`config.mk`:
```
export PLATFORM = sky130hd
export DESIGN_NAME = fetch_stage_flat
export DESIGN_NICKNAME = d
export VERILOG_FILES = /design/src/rtl/fetch_stage_pkg.sv /design/src/rtl/fetch_stage_if.sv /design/src/rtl/fetch_ifid_reg.sv /design/src/rtl/fetch_stage.sv /design/src/flat_wrapper.sv
export SDC_FILE = /design/constraint.sdc
export NUM_CORES = 1
export LEC_CHECK = 0
export CELL_PAD_IN_SITES_DETAIL_PLACEMENT = 1
export CELL_PAD_IN_SITES_GLOBAL_PLACEMENT = 2
export CORE_MARGIN = 5
export CORE_UTILIZATION = 31
export DETAILED_ROUTE_END_ITERATION = 10
export PLACE_DENSITY_LB_ADDON = 0.12
export SYNTH_ARGS = -nofsm -noshare
export SYNTH_HDL_FRONTEND = slang
export SYNTH_SLANG_ARGS = --single-unit
```
`constraint.sdc`:
```
create_clock -name clk -period 2.6 [get_ports clk]
set_clock_uncertainty 0.15 [all_clocks]
set_input_delay 0.52 -clock clk [delete_from_list [all_inputs] [get_ports clk]]
set_output_delay 0.52 -clock clk [all_outputs]
set_load 0.05 [all_outputs]
```
`src/rtl/fetch_stage_pkg.sv`:
```
// Shared constants, FSM state type and PC helper for the instruction-fetch stage.
package fetch_stage_pkg;

  localparam logic [15:0] RESET_PC_DEFAULT  = 16'h0000;
  localparam logic [15:0] NOP_INSTR_DEFAULT = 16'h0800;
  localparam logic [15:0] PC_STEP_DEFAULT   = 16'd2;

  typedef enum logic [1:0] {
    FETCH  = 2'd0,
    HOLD   = 2'd1,
    SQUASH = 2'd2
  } fetch_state_e;

  // 16-bit modulo increment; wraps 16'hFFFE -> 16'h0000 silently.
  function automatic logic [15:0] pc_inc(input logic [15:0] pc, input logic [15:0] step);
    return pc + step;
  endfunction

endpackage

```
`src/rtl/fetch_stage_if.sv`:
```
// Instruction-memory req/ack bus between the fetch stage (master) and memory (slave).
interface fetch_stage_if;
  logic        imem_req;
  logic [15:0] imem_addr;
  logic        imem_ack;
  logic [15:0] imem_rdata;

  modport master (output imem_req, output imem_addr, input imem_ack, input imem_rdata);
  modport slave  (input imem_req, input imem_addr, output imem_ack, output imem_rdata);
endinterface

```
`src/rtl/fetch_ifid_reg.sv`:
```
// IF/ID pipeline register: holds while stalled, loads a real instruction, otherwise becomes a bubble.
module fetch_ifid_reg
  import fetch_stage_pkg::*;
#(
  parameter logic [15:0] RESET_PC  = RESET_PC_DEFAULT,
  parameter logic [15:0] NOP_INSTR = NOP_INSTR_DEFAULT
) (
  input  logic        clk,
  input  logic        rst,
  input  logic        hold,
  input  logic        load,
  input  logic [15:0] instr_in,
  input  logic [15:0] next_pc_in,
  output logic [15:0] instruct,
  output logic [15:0] next_pc,
  output logic        instr_valid
);

  logic [15:0] instruct_d, instruct_q;
  logic [15:0] next_pc_d,  next_pc_q;
  logic        valid_d,    valid_q;

  // NOTE: every always_comb output gets a default first so no path leaves it unassigned (no latch).
  always_comb begin
    instruct_d = instruct_q;
    next_pc_d  = next_pc_q;
    valid_d    = valid_q;
    if (!hold) begin
      if (load) begin
        instruct_d = instr_in;
        next_pc_d  = next_pc_in;
        valid_d    = 1'b1;
      end else begin
        // Bubble keeps NextPC; decode ignores it when InstrValid is low.
        instruct_d = NOP_INSTR;
        valid_d    = 1'b0;
      end
    end
  end

  // NOTE: state registers use non-blocking assignments so all flops update from pre-edge values.
  always_ff @(posedge clk) begin
    if (rst) begin
      instruct_q <= NOP_INSTR;
      next_pc_q  <= RESET_PC;
      valid_q    <= 1'b0;
    end else begin
      instruct_q <= instruct_d;
      next_pc_q  <= next_pc_d;
      valid_q    <= valid_d;
    end
  end

  assign instruct    = instruct_q;
  assign next_pc     = next_pc_q;
  assign instr_valid = valid_q;

endmodule

```
`src/rtl/fetch_stage.sv`:
```
// Instruction-fetch stage: PC ownership, req/ack fetch FSM with skid and squash, IF/ID register.
// Optional FETCH_PERF_CNT_EN adds saturating stall-cycle and squashed-word counters.
module fetch_stage
  import fetch_stage_pkg::*;
#(
  parameter logic [15:0] RESET_PC  = RESET_PC_DEFAULT,
  parameter logic [15:0] NOP_INSTR = NOP_INSTR_DEFAULT,
  parameter logic [15:0] PC_STEP   = PC_STEP_DEFAULT
) (
  input  logic                clk,
  input  logic                rst,
  input  logic                Stall,
  input  logic                Redirect,
  input  logic [15:0]         RedirectPC,
  fetch_stage_if.master       imem,
  output logic [15:0]         Instruct,
  output logic [15:0]         NextPC,
  output logic                InstrValid
`ifdef FETCH_PERF_CNT_EN
  ,
  output logic [15:0]         PerfStallCyc,
  output logic [15:0]         PerfSquash
`endif
);

  fetch_state_e state_d, state_q;
  logic [15:0]  pc_d, pc_q;
  logic [15:0]  target_d, target_q;
  logic [15:0]  skid_instr_d, skid_instr_q;
  logic [15:0]  skid_pc_d, skid_pc_q;

  logic        req, ack_ok, redir_ok, squash_evt;
  logic        ifid_load;
  logic [15:0] ifid_instr, ifid_next_pc;

  assign req       = (state_q != HOLD) && !rst;
  assign ack_ok    = imem.imem_ack && req;
  assign redir_ok  = Redirect && !Stall;
  assign imem.imem_req  = req;
  assign imem.imem_addr = pc_q;

  always_comb begin
    state_d      = state_q;
    pc_d         = pc_q;
    target_d     = target_q;
    skid_instr_d = skid_instr_q;
    skid_pc_d    = skid_pc_q;
    ifid_load    = 1'b0;
    ifid_instr   = imem.imem_rdata;
    ifid_next_pc = pc_inc(pc_q, PC_STEP);
    squash_evt   = 1'b0;
    unique case (state_q)
      FETCH: begin
        if (ack_ok) begin
          if (redir_ok) begin
            pc_d       = RedirectPC;
            squash_evt = 1'b1;
          end else if (Stall) begin
            skid_instr_d = imem.imem_rdata;
            skid_pc_d    = pc_q;
            state_d      = HOLD;
          end else begin
            ifid_load = 1'b1;
            pc_d      = pc_inc(pc_q, PC_STEP);
          end
        end else if (redir_ok) begin
          // Address must stay put until the outstanding request is acked.
          target_d = RedirectPC;
          state_d  = SQUASH;
        end
      end
      HOLD: begin
        if (!Stall) begin
          state_d = FETCH;
          if (Redirect) begin
            pc_d       = RedirectPC;
            squash_evt = 1'b1;
          end else begin
            ifid_load    = 1'b1;
            ifid_instr   = skid_instr_q;
            ifid_next_pc = pc_inc(skid_pc_q, PC_STEP);
            pc_d         = pc_inc(skid_pc_q, PC_STEP);
          end
        end
      end
      SQUASH: begin
        if (redir_ok) target_d = RedirectPC;
        if (ack_ok) begin
          pc_d       = redir_ok ? RedirectPC : target_q;
          squash_evt = 1'b1;
          state_d    = FETCH;
        end
      end
      default: state_d = FETCH;
    endcase
  end

  // NOTE: skid/target data regs are reset too, so no X ever reaches IF/ID after reset.
  always_ff @(posedge clk) begin
    if (rst) begin
      state_q      <= FETCH;
      pc_q         <= RESET_PC;
      target_q     <= RESET_PC;
      skid_instr_q <= NOP_INSTR;
      skid_pc_q    <= RESET_PC;
    end else begin
      state_q      <= state_d;
      pc_q         <= pc_d;
      target_q     <= target_d;
      skid_instr_q <= skid_instr_d;
      skid_pc_q    <= skid_pc_d;
    end
  end

  fetch_ifid_reg #(
    .RESET_PC  (RESET_PC),
    .NOP_INSTR (NOP_INSTR)
  ) u_ifid (
    .clk         (clk),
    .rst         (rst),
    .hold        (Stall),
    .load        (ifid_load),
    .instr_in    (ifid_instr),
    .next_pc_in  (ifid_next_pc),
    .instruct    (Instruct),
    .next_pc     (NextPC),
    .instr_valid (InstrValid)
  );

`ifdef FETCH_PERF_CNT_EN
  logic [15:0] stall_cnt_d, stall_cnt_q;
  logic [15:0] squash_cnt_d, squash_cnt_q;

  always_comb begin
    stall_cnt_d  = stall_cnt_q;
    squash_cnt_d = squash_cnt_q;
    if (req && !imem.imem_ack && stall_cnt_q != 16'hFFFF) stall_cnt_d = stall_cnt_q + 16'd1;
    if (squash_evt && squash_cnt_q != 16'hFFFF)           squash_cnt_d = squash_cnt_q + 16'd1;
  end

  always_ff @(posedge clk) begin
    if (rst) begin
      stall_cnt_q  <= 16'h0000;
      squash_cnt_q <= 16'h0000;
    end else begin
      stall_cnt_q  <= stall_cnt_d;
      squash_cnt_q <= squash_cnt_d;
    end
  end

  assign PerfStallCyc = stall_cnt_q;
  assign PerfSquash   = squash_cnt_q;
`endif

endmodule

```
`src/flat_wrapper.sv`:
```
// flat-port wrapper written by rule: the top's interface ports become plain ports
module fetch_stage_flat import fetch_stage_pkg::*;
#(
  parameter logic [15:0] RESET_PC  = RESET_PC_DEFAULT,
  parameter logic [15:0] NOP_INSTR = NOP_INSTR_DEFAULT,
  parameter logic [15:0] PC_STEP   = PC_STEP_DEFAULT
)
  (clk, rst, Stall, Redirect, RedirectPC, Instruct, NextPC, InstrValid, imem_imem_req, imem_imem_addr, imem_imem_ack, imem_imem_rdata);
  fetch_stage_if imem_i ();
  input  logic clk;
  input  logic rst;
  input  logic Stall;
  input  logic Redirect;
  input  logic [15:0] RedirectPC;
  output logic [15:0] Instruct;
  output logic [15:0] NextPC;
  output logic InstrValid;
  output wire logic [$bits(imem_i.imem_req)-1:0] imem_imem_req;
  output wire logic [$bits(imem_i.imem_addr)-1:0] imem_imem_addr;
  input wire logic [$bits(imem_i.imem_ack)-1:0] imem_imem_ack;
  input wire logic [$bits(imem_i.imem_rdata)-1:0] imem_imem_rdata;
  assign imem_imem_req = imem_i.imem_req;
  assign imem_imem_addr = imem_i.imem_addr;
  assign imem_i.imem_ack = imem_imem_ack;
  assign imem_i.imem_rdata = imem_imem_rdata;
  fetch_stage #(.RESET_PC(RESET_PC), .NOP_INSTR(NOP_INSTR), .PC_STEP(PC_STEP)) u_core (.clk(clk), .rst(rst), .Stall(Stall), .Redirect(Redirect), .RedirectPC(RedirectPC), .imem(imem_i), .Instruct(Instruct), .NextPC(NextPC), .InstrValid(InstrValid));
endmodule
```
[Word-level counts from Yosys, hierarchy flattened]
Index checks and enable logic that the tools add are counted.
Word-level totals
  input bits: 37
  output and inout bits: 50
  register bits: 99
Operators by class
  equality and inequality tests: 11
  bitwise gates (word level): 2
  muxes and demuxes: 29
  reduce and logical (&&, ||, !) cells: 13
  add/sub/neg operators: 2
Operator list (number)
  2-to-1 mux 16 bit: 13
  one-hot mux 16 bit (3 select lines): 1
  adder 16 x 2 -> 16 bit, second input constant: 2
  one-hot mux 16 bit (2 select lines): 1
  2-to-1 mux 2 bit: 6
  AND reduction 5 bit: 2
  2-to-1 mux 1 bit: 6
  inequality test 2 x 1 -> 1 bit, second input constant: 3
  inequality test 3 x 2 -> 1 bit, second input constant: 2
  one-hot mux 2 bit (3 select lines): 1
  inequality test 2 bit, second input constant: 2
  AND reduction 2 bit: 2
  AND reduction 4 bit: 1
  logical AND 1 bit: 3
  inequality test 3 x 1 -> 1 bit, second input constant: 1
  inequality test 3 bit, second input constant: 1
  nonzero test 3 bit: 1
  == test 2 x 1 -> 1 bit, second input constant: 1
  == test 2 bit, second input constant: 1
  zero test 1 bit: 2
  zero test 2 bit: 1
  NOT 1 bit: 2
  one-hot mux 1 bit (2 select lines): 1
  nonzero test 2 bit: 1

[Logic depth before layout (Yosys ltp)]
  depth in word-level cells: 6
  mapped depth: 10
  depth with buffers taken out: 7

[Hierarchy]
From an unflattened synthesis, not the netlist that was laid out.
Second synthesis, totals
  cells, all modules: 683
  area, all modules: 5594.1 µm²
By module, submodules not included
  fetch_stage: times used 1, sequential area each 1321.3 µm², area each 4186.5 µm², cells an instance 537
  fetch_ifid_reg: times used 1, sequential area each 660.6 µm², area each 1407.6 µm², cells an instance 146

[Worst setup path after synthesis]
No wires, ideal clock.
  path type: input to output
  start point: input rst
  end point: output imem_imem_req
  setup slack: 0.146 ns
  arrival: 1.784 ns
  cell stages on the path: 4
  cell sequence: clkbuf_1 > clkbuf_1 > buf_1 > nor2_1
Between the ends
  longest elaborated chain between the ends: 2
Ends and longest elaborated chain
  start, declared: line flat_wrapper.sv:11  | input logic rst;
  zero test 1 bit: line fetch_stage.sv:36  | assign req = (state_q != HOLD) && !rst;
  logical AND 1 bit: line fetch_stage.sv:36
  end, declared: line flat_wrapper.sv:18  | output wire logic [$bits(imem_i.imem_req)-1:0] imem_imem_req;
No other way between the ends.

[Worst setup path after layout]
  start point: register u_core.state_q[1]
  end point: output imem_imem_req
Between the ends
  longest elaborated chain between the ends: 2
Ends and longest elaborated chain
  start, declared: line fetch_stage.sv:26  | fetch_state_e state_d, state_q;
  start signal, assigned: line fetch_stage.sv:107  | state_q <= state_d;
  inequality test 2 x 1 -> 1 bit: line fetch_stage.sv:36
  logical AND 1 bit: line fetch_stage.sv:36
No other way between the ends.

==> out/metrics.csv <==
stage;metric;value;unit
clock_tree;clockBufferDepth;2;
synth;ys_types;63;
synth;syn_nets;743;
power;intPower;2530;uW
power;vdd_drop_max;322;uV
clock_tree;cts_setup_buffers;0;
synth;ys_seq_area_share;37.3;%
power;power_density;533;nW/um^2
clock_tree;cts_root_buffer;clkbuf_16;
timing;max_freq;404;MHz
clock_tree;h-tree-depth;3;
die;die_w;141;um
setup_path;arrival;1800;ps
die;rows;48;
global_routing;grt_max_degree;33;
timing;setup_viol;0;
worst_hold_path;hold_end;u_core.u_ifid.instr_valid;
final_layout;drive_gt1_share;11.4;%
detailed_routing;drt-wirelength-per-cell;19.4;um
worst_hold_path;hold_path_class;reg -> reg;
setup_path;rr_endpoint;u_core.imem.imem_addr[11];
timing;relSlewSlack;59.9;%
power;switching_share;31.4;%
synth;async_flop_share;0;%
synth;syn_avg_cell_area;7.61;um^2
detailed_routing;vias_per_cell;5.34;
timing;min_period_over_period;95.1;%
synth;synth_area_leader_cell;dfxtp_1;
setup_path;rr_worst_depth;8;
setup_path;required;1930;ps
setup_path;critical_path_class;reg -> out;
global_routing;grt_overflow_total;0;
synth;ys_ff_latch;99;
worst_hold_path;worstHoldStart;u_core.u_ifid.instr_valid;
power;pwr-share-comb;21.2;%
power;pwr-share-seq;44.7;%
clock_tree;clk_latency;350;ps
final_layout;instances_no_fill;1016;
timing;drv_slew;0;
final_layout;diodes;0;
synth;yosysWarningCount;0;
setup_path;worstPathMaxFanout;10;
placed_design;place_area;6640;um^2
final_layout;final_area;6900;um^2
die;ios;87;
die;fp.dieH;141;um
detailed_routing;drc_errors;0;
synth;yosys-top-cells-area;dfxtp_1 (37%), nand2_1 (11%), a21oi_1 (8.2%);
detailed_routing;num_vias;5427;
synth;syn-instance-count;699;
timing;worst_slew_pin_slew;601;ps
outcome;status;finished clean;
global_routing;grt_pass1_wl;31400;um
detailed_routing;first_pass_iters;5;
clock_tree;cts_sinks;99;
detailed_routing;ant_nets;0;
synth;synth_edf_count;0;
flow_run;timing.max_cap.violations;0;
detailed_routing;drt_iter0_markers;246;
worst_hold_path;min_path_cells;2;
global_routing;grt_antenna_before_repair;0;
power;p_clk_share;34.1;%
timing;grt_setup_unrepaired;false;
setup_path;ff2ff_setup_slack;210;ps
global_routing;grt_pass1_vias;5647;
setup_path;critPathLaunchType;register;
die;coreArea;17100;um^2
final_layout;area_delta_synth_final;29.8;%
timing;setup-tns-final;0;ps
global_routing;grt_util_all_layers;19.9;%
synth;ys.flop_type;dfxtp_1;
placed_design;dp_cells;1000;
power;leakagePower;0.00253;uW
synth;synth_top_area_share;37.3;%
timing;hold_violations;0;
setup_path;r2r_start;u_core.state_q[1];
die;dieArea;19900;um^2
clock_tree;cts_buffers;9;
synth;netlist_area;5320;um^2
timing;holdWs;304;ps
final_layout;num-nets-final;830;
power;p_sw;1160;uW
clock_tree;clkSlewWorstSetupHoldPaths;70;ps
die;start_util;31.2;%
clock_tree;cts_tree;done;
setup_path;endpoint_kind;output port;
placed_design;portBuffers;86;
detailed_routing;wl;19700;um
timing;period_minus_slack;2470;ps
placed_design;dp_hpwl;14900;um
placed_design;gp_congestion;0.862;
area by class of cell:
type / instances / area, um^2
clock buffers: 11 / 233
clock inverters: 5 / 30.0
fillers: 2089 / 10200
inverters: 11 / 41.3
multi-input cells: 531 / 3040
flip-flops and latches: 99 / 1980
well taps: 225 / 282
repair buffers: 134 / 1300
sequential cells by signal, summed over array words and instances, names as in the netlist:
| name | count |
|---|---|
| u_core.skid_instr_q | 16 |
| u_core.imem.imem_addr | 16 |
| u_core.state_q | 2 |
| u_core.u_ifid.instr_valid | 1 |
| u_core.skid_pc_q | 16 |
| u_core.u_ifid.instruct | 16 |
| u_core.target_q | 16 |
| u_core.u_ifid.next_pc | 16 |
cell families after synthesis:
group,share of synthesized area (%)
multiplexers,5.03
XOR/XNOR,3.29
flip-flops,37.3
AND/OR/NAND/NOR,25.4
adder cells (fa/ha/maj),1.65
buffers and inverters,5.64
AO/OA/AOI/OAI,21.7
worst max-delay path by stage:
stage	endpoint	startpoint	slack, ps
finish	imem_imem_req	u_core.state_q[1]	130
CTS	imem_imem_addr[7]	u_core.imem.imem_addr[7]	20
detailed placement	u_core.imem.imem_addr[10]	Redirect	30
floorplan	imem_imem_req	rst	150
global route	imem_imem_req	u_core.state_q[1]	40
global placement	u_core.imem.imem_addr[10]	Redirect	50
per-layer routing:
| layer | global-route usage (%) | up-vias | wire length (um) |
|---|---|---|---|
| met5 | 0 | - | 0 |
| met1 | 24.7 | 2655 | 8840 |
| met3 | 3.05 | 34 | 668 |
| li1 | - | 2617 | - |
| met4 | 7.04 | 0 | 520 |
| met2 | 35.0 | 121 | 9720 |
synth_stat cells, types with 7 or more instances:
library cell / instances
xnor2_1: 11
clkbuf_1: 30
nor2_1: 65
nand3_1: 28
a21oi_1: 87
nand2_1: 153
o21ai_0: 22
mux2i_1: 20
a31oi_1: 8
ha_1: 7
xor2_1: 9
inv_1: 11
nor3_1: 12
dfxtp_1: 99
buf_2: 20
critical path, stage by stage (launching register included):
cell	delay, ps
dfxtp_1	390
inv_1	80
ha_1	370
buf_4	240
nor2_1	150
buf_4	220
metrics by stage:
stage	util [%]	total power, uW	worst slack [ps]
after floorplan	-	2120	146
after global placement	38.9	2450	46.7
after detailed placement	38.9	2470	27.9
after CTS	40.4	3730	23.4
after global routing	40.5	3850	41.1
final	40.5	3680	127
cell usage in the layout (no fill, tap or decap), drive strengths merged, types with 5 or more instances in the layout:
cell type,count
o21ai,26
nor2,65
a221oi,6
mux2i,20
inv,11
a311oi,5
clkbuf,11
nand3,29
mux2,6
nor4,8
xor2,9
nand4,7
a21oi,87
ha,7
xnor2,11
a31oi,8
dfxtp,99
clkdlybuf4s50,82
nand2b,5
and3,6
o211ai,6
buf,50
nand2,153
nor3,12
repair_timing:
| action | in CTS | in global routing |
|---|---|---|
| endpoints found under the setup margin | 0 | 2 |
| hold buffers | 0 | 0 |
| hold endpoints to repair | 0 | 0 |
| gates resized for setup | 0 | 2 |
power groups by stage:
stage	clock network (uW)	logic [uW]	registers, uW
2_1_floorplan	0	362	1760
3_3_place_gp	0	775	1680
3_5_place_dp	0	786	1680
4_1_cts	1300	790	1640
5_1_grt	1350	846	1650
6_report	1250	782	1640
Power figures use the tool's default switching activity.
